<file path="src/rtl/dmem_port_arbiter.sv">
// Data-memory port arbiter: the CPU MEM stage owns the port by default. An external
// loader gets one-cycle grants, forced through after STARVE_LIMIT waiting cycles.

module dmem_port_arbiter_chk (
  input logic       clk,
  input logic       reset,
  input logic [1:0] state,
  input logic       cpu_stall,
  input logic       ext_ack
);

  localparam logic [1:0] EXT_CODE = 2'd1;

  // ack only ever follows an EXT cycle, stall only ever happens inside EXT
  ack_after_ext: assert property (@(posedge clk) disable iff (reset)
    ext_ack |-> $past(state == EXT_CODE));

  stall_only_in_ext: assert property (@(posedge clk) disable iff (reset)
    cpu_stall |-> (state == EXT_CODE));

endmodule

module dmem_port_arbiter #(
  parameter int STARVE_LIMIT = 4
) (
  input  logic        clk,
  input  logic        reset,
  input  logic        cpu_mem_read,
  input  logic        cpu_mem_write,
  input  logic [31:0] cpu_addr,
  input  logic [31:0] cpu_wdata,
  output logic [31:0] cpu_rdata,
  output logic        cpu_stall,
  input  logic        ext_req,
  input  logic        ext_we,
  input  logic [31:0] ext_addr,
  input  logic [31:0] ext_wdata,
  output logic        ext_ack,
  output logic [31:0] ext_rdata,
  output logic        mem_read,
  output logic        mem_write,
  output logic [31:0] mem_addr,
  output logic [31:0] mem_wdata,
  input  logic [31:0] mem_rdata,
  output logic [15:0] stall_count
);

  typedef enum logic [1:0] {
    IDLE = 2'd0,
    EXT  = 2'd1,
    ACK  = 2'd2
  } state_t;

  localparam logic [3:0] LIMIT = 4'(STARVE_LIMIT);

  state_t      state_r;
  state_t      state_s;
  logic [3:0]  wait_cnt_r;
  logic [3:0]  wait_cnt_s;
  logic        cpu_access_s;
  logic        ext_ack_r;
  logic [31:0] ext_rdata_r;
  logic [15:0] stall_count_r;

  // next-state, starvation counter and port mux
  always_comb begin
    cpu_access_s = cpu_mem_read | cpu_mem_write;
    state_s      = state_r;
    wait_cnt_s   = 4'd0;
    mem_read     = cpu_mem_read;
    mem_write    = cpu_mem_write;
    mem_addr     = cpu_addr;
    mem_wdata    = cpu_wdata;
    cpu_rdata    = mem_rdata;
    cpu_stall    = 1'b0;
    if (reset) begin
      state_s   = IDLE;
      mem_read  = 1'b0;
      mem_write = 1'b0;
    end else begin
      case (state_r)
        IDLE: begin
          if (ext_req && (!cpu_access_s || wait_cnt_r == LIMIT)) begin
            state_s = EXT;
          end else if (ext_req) begin
            // still blocked by a CPU access: age the request
            wait_cnt_s = wait_cnt_r + 4'd1;
          end else begin
            wait_cnt_s = 4'd0;
          end
        end
        EXT: begin
          mem_addr  = ext_addr;
          mem_wdata = ext_wdata;
          mem_write = ext_we;
          mem_read  = ~ext_we;
          cpu_rdata = 32'd0;
          cpu_stall = cpu_access_s;
          state_s   = ACK;
        end
        ACK: begin
          state_s = IDLE;
        end
        default: begin
          state_s = IDLE;
        end
      endcase
    end
  end

  // state, ack/read-data capture and saturating stall counter
  always_ff @(posedge clk) begin
    if (reset) begin
      state_r       <= IDLE;
      wait_cnt_r    <= 4'd0;
      ext_ack_r     <= 1'b0;
      ext_rdata_r   <= 32'd0;
      stall_count_r <= 16'd0;
    end else begin
      state_r    <= state_s;
      wait_cnt_r <= wait_cnt_s;
      ext_ack_r  <= (state_r == EXT);
      if (state_r == EXT && !ext_we) begin
        ext_rdata_r <= mem_rdata;
      end
      if (cpu_stall && stall_count_r != 16'hFFFF) begin
        stall_count_r <= stall_count_r + 16'd1;
      end
    end
  end

  assign ext_ack     = ext_ack_r;
  assign ext_rdata   = ext_rdata_r;
  assign stall_count = stall_count_r;

  dmem_port_arbiter_chk u_chk (
    .clk       (clk),
    .reset     (reset),
    .state     (state_r),
    .cpu_stall (cpu_stall),
    .ext_ack   (ext_ack)
  );

endmodule
</file>
<file path="config.mk">
export PLATFORM = sky130hd
export DESIGN_NAME = dmem_port_arbiter
export DESIGN_NICKNAME = d
export VERILOG_FILES = /design/src/rtl/dmem_port_arbiter.sv
export SDC_FILE = /design/constraint.sdc
export NUM_CORES = 1
export LEC_CHECK = 0
export BUFFER_PORTS_ARGS = -buffer_cell sky130_fd_sc_hd__buf_2
export CORE_AREA = 2 2 121 123
export CTS_CLUSTER_SIZE = 14
export DETAILED_ROUTE_END_ITERATION = 12
export DIE_AREA = 0 0 123 125
export SLEW_MARGIN = 5
export SYNTH_ARGS = -nofsm -noshare
export SYNTH_HDL_FRONTEND = slang
export SYNTH_HIERARCHICAL = 1
export SYNTH_SLANG_ARGS = --single-unit
export TNS_END_PERCENT = 100
</file>
<file path="constraint.sdc">
create_clock -name clk -period 1.58 [get_ports clk]
set_input_delay 0.237 -clock clk [delete_from_list [all_inputs] [get_ports clk]]
set_output_delay 0.237 -clock clk [all_outputs]
set_load 0.1 [all_outputs]
</file>
[Yosys cells after proc, flatten, opt, wreduce, memory -nomap -nowiden]
Cells that the tools add are included.
Storage, ports and cells
  output and inout bits: 148
  logic and storage cells: 37
  register bits: 55
  bits of input ports: 166
Cells by class
  bitwise logic cells: 4
  multiplexer cells: 14
  add/sub/neg operators: 2
  equal/unequal tests: 4
  reductions and logical operators: 8
Operators by type and width (number)
  32-bit 2-to-1 mux: 6
  16-bit by 1-bit adder with 16-bit output (second input constant): 1
  16-bit inequality test (second input constant): 1
  1-bit 2-to-1 mux: 6
  4-bit by 1-bit adder with 4-bit output (second input constant): 1
  4-bit by 3-bit equality test with 1-bit output (second input constant): 1
  2-bit case mux with 2 select lines: 1
  4-bit OR reduction: 1
  1-bit logical AND: 3
  1-bit inverter: 3
  2-bit by 1-bit equality test with 1-bit output (second input constant): 1
  1-bit logical NOT: 2
  2-bit logical NOT: 1
  2-bit 2-to-1 mux: 1
  2-bit inequality test (second input constant): 1
  1-bit logical OR: 1
  1-bit bitwise OR: 1

[Longest topological paths before layout]
Gate-level depths: netlist of the first run.
  word-level depth: 6
  depth in mapped cells: 6
  mapped depth without buffers: 5

[Worst setup path before layout of the first run]
Ideal clock, no wire load.
  path type: reg-to-output
  from: register state_r[1]
  to: output mem_read
  setup slack: -1.242 ns
  path buffers: 2
  data arrival time: 2.585 ns
  required time: 1.343 ns
  stages on the path, launching flop included: 6
  cells stage by stage: dfxtp_1 > nand2b_1 > or2_2 > clkbuf_1 > clkbuf_1 > a21oi_1
Between the ends
  cells in the longest elaborated chain, start to end: 3
RTL lines
  start: declaration: line 56  | state_t state_r;
  start signal: assignment: line 120  | state_r <= state_s;
  2-bit by 1-bit equality test with 1-bit output: line 81  | case (state_r)
  1-bit 2-to-1 mux: line 81
  1-bit 2-to-1 mux: line 76  | if (reset) begin
  end: declaration: line 40  | output logic mem_read,
No other way between the ends.

[Final worst setup path of the first run]
  from: register state_r[1]
  to: output mem_addr[21]
Between the ends
  cells in the longest elaborated chain, start to end: 3
RTL lines
  2-bit by 1-bit equality test with 1-bit output: line 81
  32-bit 2-to-1 mux: line 81
  32-bit 2-to-1 mux: line 76
  end: declaration: line 42  | output logic [31:0] mem_addr,
No other way between the ends.

==> key figures, run 1 <==
Critical path
  • Setup CP Type: reg2out
  • Crit-path max FO: 10
  • Worst setup startpoint: state_r[1]
  • WP data arrival: 1.78 ns
  • Reg2reg path depth: 7
  • CP Capture Type: output port
  • Worst Setup Start Kind: register
  • RR Startpoint: state_r[1]
  • Data required, critical path: 1.34 ns

Cells and area
  • Layout Nets: 909
  • Ant diodes: 0
  • Final design utilization: 56.8%
  • Area growth from synthesis to layout: 152%
  • Post-route cell area: 0.00807 mm^2
  • FILL cells: 1238
  • Share of cells above drive strength 1: 72.5%
  • Layout Cells excl Fill: 925

Logic synthesis
  • Syn Inst Count: 378
  • Net Count, Synth: 547
  • Synth warn: 6
  • Commonest cells in the netlist: nand2_1, mux2_2, dfxtp_1
  • Top cell type's share of synthesized area: 34.4%
  • Post-synthesis register bit count: 55
  • Simple-gate share of the synthesized area: 25.0%
  • Syn avg cell area: 8.47 um^2
  • Top FF cell, synth: dfxtp_1
  • Mux share of post-synthesis cell area: 24.2%
  • Biggest area consumer among synthesized cells: dfxtp_1
  • Async set-reset flop share out of synthesis: 0%
  • Yosys cell types: 35
  • Most instantiated library cell after synthesis: nand2_1
  • Post-synth EDFFs: 0
  • Main combinational cell family by area after synthesis: simple AND/OR/NAND/NOR gates
  • Post-synthesis cell area: 0.00320 mm^2
  • Post-synthesis sequential area ratio: 34.4%
  • Synth Area in Adders: 1.17%
  • Post-synthesis compound-gate area fraction: 10.5%
  • Xor/xnor cell area share of the yosys netlist: 0.547%
  • Synth area leaders: dfxtp_1, mux2_2, nand2_1, nor2b_1, a21oi_1

CTS
  • Root Buffer: clkbuf_16
  • Longest Clk Path Bufs: 2
  • H-tree depth: 2
  • CTS Buf Count: 5
  • Latest clock arrival within the worst-skew pair: 0.30 ns
  • CTS sink count: 55
  • CTS clk-pin slew, worst paths: 0.07 ns
  • CTS tree: yes
  • CTS Hold Buffers Added: 0

Worst hold path
  • WHS Path Cells: 3
  • Hold Path Class: in2reg
  • Hold_sp: mem_rdata[5]

Timing
  • Fin crit period: 2.01 ns
  • Period utilization: 127%
  • RSZ-0062 raised after global routing: true
  • Clk_skew: 0.0113 ns
  • Max Clk Rate: 496 MHz
  • Worst Max-Slew Pin Slew: 0.520 ns
  • Final Max Slew Viols: 0
  • Worst setup margin: -0.434 ns
  • Max-slew headroom: 65.6%
  • Hold violation count in the final report: 0
  • Final setup fails: 112

Place
  • Dpl cells: 897
  • Detail Placement HPWL: 12.0 mm
  • Setup slack after placement: -0.239 ns
  • PortBufs: 313
  • Final RePlAce weighted congestion: 0.770
  • Cell Area, Placed: 0.00743 mm^2

Route
  • Routed WL: 14.9 mm
  • Post-DRT Antenna Nets: 0
  • Routed via count: 4133
  • Pre-Repair DR Iteration Count: 4
  • DRC: 0
  • Avg WL per Cell: 16.1 um
  • Vias/cell: 4.47
  • Starting DRT DRC Count: 133

Floorplan
  • I/O pin count: 314
  • Starting Density: 22.5%
  • Die height: 125 um
  • Core Rows: 44
  • Die footprint: 0.0154 mm^2
  • Core area: 0.0142 mm^2
  • Die Wd: 123 um

Status
  • Failing checks: negative setup slack
  • Outcome: complete, but fails checks

Power
  • P_leak: 3.80 nW
  • VDD IR max: 388 uV
  • Final Power: 0.00508 W
  • Power Dens Cells: 630 mW/mm^2

Global routing
  • Vias in the first global route: 4223
  • Pin count of the biggest net entering global routing: 35
  • Total global routing overflow: 0
  • GRT Util Overall: 18.2%
  • First-pass GRT wire length: 22.0 mm
  • Initial antenna violation count: 0

Flow run
  • Max-Cap Viols: 0
[cells by family after synthesis]
group	after synthesis
multiplexers	69
XOR/XNOR	2
buffers and inverters	30
AO/OA/AOI/OAI	60
adder cells (fa/ha/maj)	3
flip-flops	55
AND/OR/NAND/NOR	159
[cell usage in the layout, fill, tap and decap left out, types with 7 or more instances in the layout]
master       n
buf_4       32
dfxtp_1     37
nand2_1     76
buf_6       20
buf_12     109
mux2_4      67
nor2b_4     32
clkbuf_16    7
a21oi_1     36
dfxtp_4     16
buf_2      214
[cell type report]
class	instances	area [um^2]	area share (%)
timing repair buffer	380	3830	47.4
multi-input combinational	293	2680	33.2
sequential	55	1160	14.4
tap	184	230	2.85
clock buffer	6	129	1.60
inverter	5	22.5	0.279
clock inverter	2	12.5	0.155
[what timing repair did]
action | 4_1_cts | 5_1_grt
buffers inserted | 13 | 8
pin swaps | 3 | 15
endpoints found under the setup margin | 110 | 142
resized for setup | 34 | 28
cloned | 1 | 2
[critical path, cell delays in order (launching register included)]
cell,delay [ns]
dfxtp_2,0.34
nor3b_4,0.26
buf_6,0.21
buf_12,0.16
mux2_4,0.32
buf_12,0.17
[power breakdown]
group          total (W)  internal (W)  switching, W
logic            0.00259      0.000997       0.00159
registers        0.00138       0.00137    0.00000836
clock network    0.00111      0.000588      0.000525
total            0.00508       0.00296       0.00212
[per-stage QoR]
stage          hold WS, ns  setup TNS [ns]
6_report             0.186          -39.32
5_1_grt              0.183          -51.44
4_1_cts              0.177          -40.05
3_5_place_dp         0.444          -17.67
3_3_place_gp         0.439          -17.37
2_1_floorplan        0.373           -5.27
[layer usage]
layer | global-route usage, % | routed length (um) | vias up
met3 | 5.61 | 1300 | 13
met1 | 19.5 | 5460 | 1897
met5 | 0 | 0 | -
li1 | - | - | 2036
met4 | 3.21 | 160 | 0
met2 | 34.7 | 8020 | 187
[state kept, by name, summed over array words and instances (netlist names)]
name,cells
ext_ack,1
stall_count,16
state_r,2
wait_cnt_r,4
ext_rdata,32
[final timing paths]
kind,endpoint,slack (ns)
max,mem_addr[21],-0.43
min,ext_rdata[5],0.19
max reg2reg,stall_count[7],-0.17
min reg2reg,ext_rdata[5],0.45
Note: power is estimated with default switching activity, not from simulation.
==> inputs of run 2 (changes only) <==
- GPL_TIMING_DRIVEN: not set -> 0
==> key figures, run 2 (same netlist as run 1, synthesis figures left out) <==
Status
  • Outcome: complete, but fails checks
  • Failing checks: negative setup slack

Timing
  • RSZ-0062 raised after global routing: true
  • Worst Max-Slew Pin Slew: 0.541 ns (+0.0207 ns)
  • Hold violation count in the final report: 0 (unchanged)
  • Final Max Slew Viols: 0 (unchanged)
  • Worst setup margin: -0.483 ns (-0.0483 ns)
  • Final setup fails: 116 (+3.6%)
  • Fin Hold WS: 0.181 ns (-0.00461 ns)
  • Max-slew headroom: 63.9% (-1.6 points)
  • Fin crit period: 2.06 ns (+0.0483 ns)
  • Max Clk Rate: 485 MHz (-2.3%)
  • Clk_skew: 0.00667 ns (-0.00465 ns)
  • Period utilization: 131% (+3.1 points)

Global routing
  • First-pass GRT wire length: 24.2 mm (+9.7%)
  • GRT Util Overall: 20.2% (+2.0 points)
  • Pin count of the biggest net entering global routing: 17 (-51%)
  • Initial antenna violation count: 0 (unchanged)
  • Vias in the first global route: 4518 (+7.0%)
  • Total global routing overflow: 0 (unchanged)

Cells and area
  • Footprint of the multi-input gates: 0.00276 mm^2 (+2.9%)
  • Commonest non-fill, non-tap cell in the layout: buf_2
  • Register Area: 0.00117 mm^2 (+0.43%)
  • Layout Nets: 915 (+0.66%)
  • Layout Cells excl Fill: 931 (+0.65%)
  • Area growth from synthesis to layout: 163%
  • FILL cells: 1137 (-8.2%)
  • Ant diodes: 0 (unchanged)
  • Max reg flops: 32 (unchanged)
  • Most frequent cells in the layout: buf_2, buf_12, nand2_1, mux2_4, dfxtp_1
  • Share of cells above drive strength 1: 74.4% (+2.0 points)

Power
  • Clk network pwr share: 22.7% (+0.8 points)
  • Switch share: 41.4% (-0.32 points)
  • Power Dens Cells: 618 mW/mm^2 (-1.8%)
  • NetSw: 0.00216 W (+1.6%)
  • Pint: 0.00304 W (+3.0%)
  • VDD IR max: 454 uV (+17%)
  • Flop pwr share: 26.5% (-0.7 points)
  • Gate power share: 50.8% (about the same)
  • P_leak: 3.92 nW (+3.1%)

Route
  • Pre-Repair DR Iteration Count: 4 (unchanged)
  • DRC: 0 (unchanged)
  • Vias/cell: 4.59 (+2.8%)
  • Avg WL per Cell: 17.8 um (+10%)
  • Starting DRT DRC Count: 136 (+2.3%)
  • Routed via count: 4275 (+3.4%)
  • Post-DRT Antenna Nets: 0 (unchanged)
  • Routed WL: 16.5 mm (+11%)

CTS
  • H-tree depth: 2 (unchanged)
  • Root Buffer: clkbuf_16
  • Latest clock arrival within the worst-skew pair: 0.30 ns (about the same)
  • CTS sink count: 55 (unchanged)
  • CTS clk-pin slew, worst paths: 0.08 ns (about the same)
  • CTS Hold Buffers Added: 0 (unchanged)
  • CTS tree: yes
  • Longest Clk Path Bufs: 2 (unchanged)
  • CTS Buf Count: 5 (unchanged)

Floorplan
  • Core area: 0.0142 mm^2 (unchanged)
  • Core Rows: 44 (unchanged)
  • Die height: 125 um (unchanged)
  • I/O pin count: 314 (unchanged)
  • Starting Density: 22.5% (unchanged)
  • Die Wd: 123 um (unchanged)
  • Die footprint: 0.0154 mm^2 (unchanged)

Critical path
  • Data required, critical path: 1.34 ns (about the same)
  • Setup CP Type: reg2out
  • Largest delay contributor family on the critical path: buffers and inverters
  • WP buf/inv: 4 (+1)
  • Worst Setup Start Kind: register
  • CP Capture Type: output port
  • Reg2reg path depth: 9 (+2)
  • Crit-path slowest cell: dfxtp_4
  • Critical Path Most Common Cell: buf_12
  • CP max stage delay: 0.35 ns (about the same)
  • CP Cell Sequence: nor3b_4 -> buf_6 -> buf_12 -> clkbuf_16 -> mux2_4 -> buf_12
  • WP depth: 6 (+1)
  • WP data arrival: 1.83 ns (+0.05 ns)
  • Crit-path max FO: 6 (-4)

Place
  • Setup slack after placement: -0.600 ns (-0.361 ns)
  • Dpl cells: 875 (-2.5%)
  • Detail Placement HPWL: 10.8 mm (-9.8%)
  • PortBufs: 313 (unchanged)
  • Final RePlAce weighted congestion: 0.758 (-1.5%)

Worst hold path
  • Hold Path Class: in2reg
  • WHS Path Cells: 3 (unchanged)

Flow run
  • Max-Cap Viols: 0 (unchanged)
run 2: per-stage QoR:
step	utilization [%]	setup TNS (ns)	total power (W)	area, um^2
6_report	59.2	-43.18	0.00520	8410
3_5_place_dp	40.4	-33.64	0.00338	5740
4_1_cts	57.7	-50.78	0.00522	8200
2_1_floorplan	-	-5.27	0.00297	3950
5_1_grt	59.2	-50.75	0.00537	8410
3_3_place_gp	40.4	-34.85	0.00337	5740
run 2: final timing paths:
path | startpoint | endpoint | slack [ns]
worst min register to register | ext_rdata[23] | ext_rdata[23] | 0.45
worst max-delay path | state_r[0] | mem_addr[24] | -0.48
worst min-delay path | mem_rdata[22] | ext_rdata[22] | 0.18
worst max register to register | state_r[0] | stall_count[5] | -0.26
run 2: timing repair:
action | CTS | global route
setup endpoints to repair | 126 | 148
pin swaps | 12 | 12
resized for setup | 483 | 56
gates cloned | 6 | 3
setup buffers | 39 | 11
run 2: power by group through the flow:
stage | sequential [W] | combinational (W) | clock (W)
floorplan | 0.00149 | 0.00148 | 0
global placement | 0.00141 | 0.00196 | 0
detailed placement | 0.00141 | 0.00196 | 0
CTS | 0.00138 | 0.00261 | 0.00123
global route | 0.00138 | 0.00271 | 0.00128
finish | 0.00138 | 0.00264 | 0.00118
run 2: metal layers:
metal	vias up	track usage [%]	share of wire (%)
li1	2055	-	-
met3	18	5.11	7.1
met5	-	0	0
met1	2013	20.6	36
met2	189	39.9	56
met4	0	5.15	1.4
run 2: area by class of cell:
cell class	instances	area share, %
buffer	22	3.90
clock buffer	7	1.74
clock inverter	1	0.104
inverter	5	0.268
multi-input combinational	293	32.8
sequential	55	13.9
tap	184	2.74
timing repair buffer	364	44.6
run 2: worst min-delay path: cells and delay by family:
family                 cells  cell delay [ns]
AOI/OAI and AO/OA          1             0.05
buffers and inverters      1             0.10
and+or+nand+nor            1             0.05
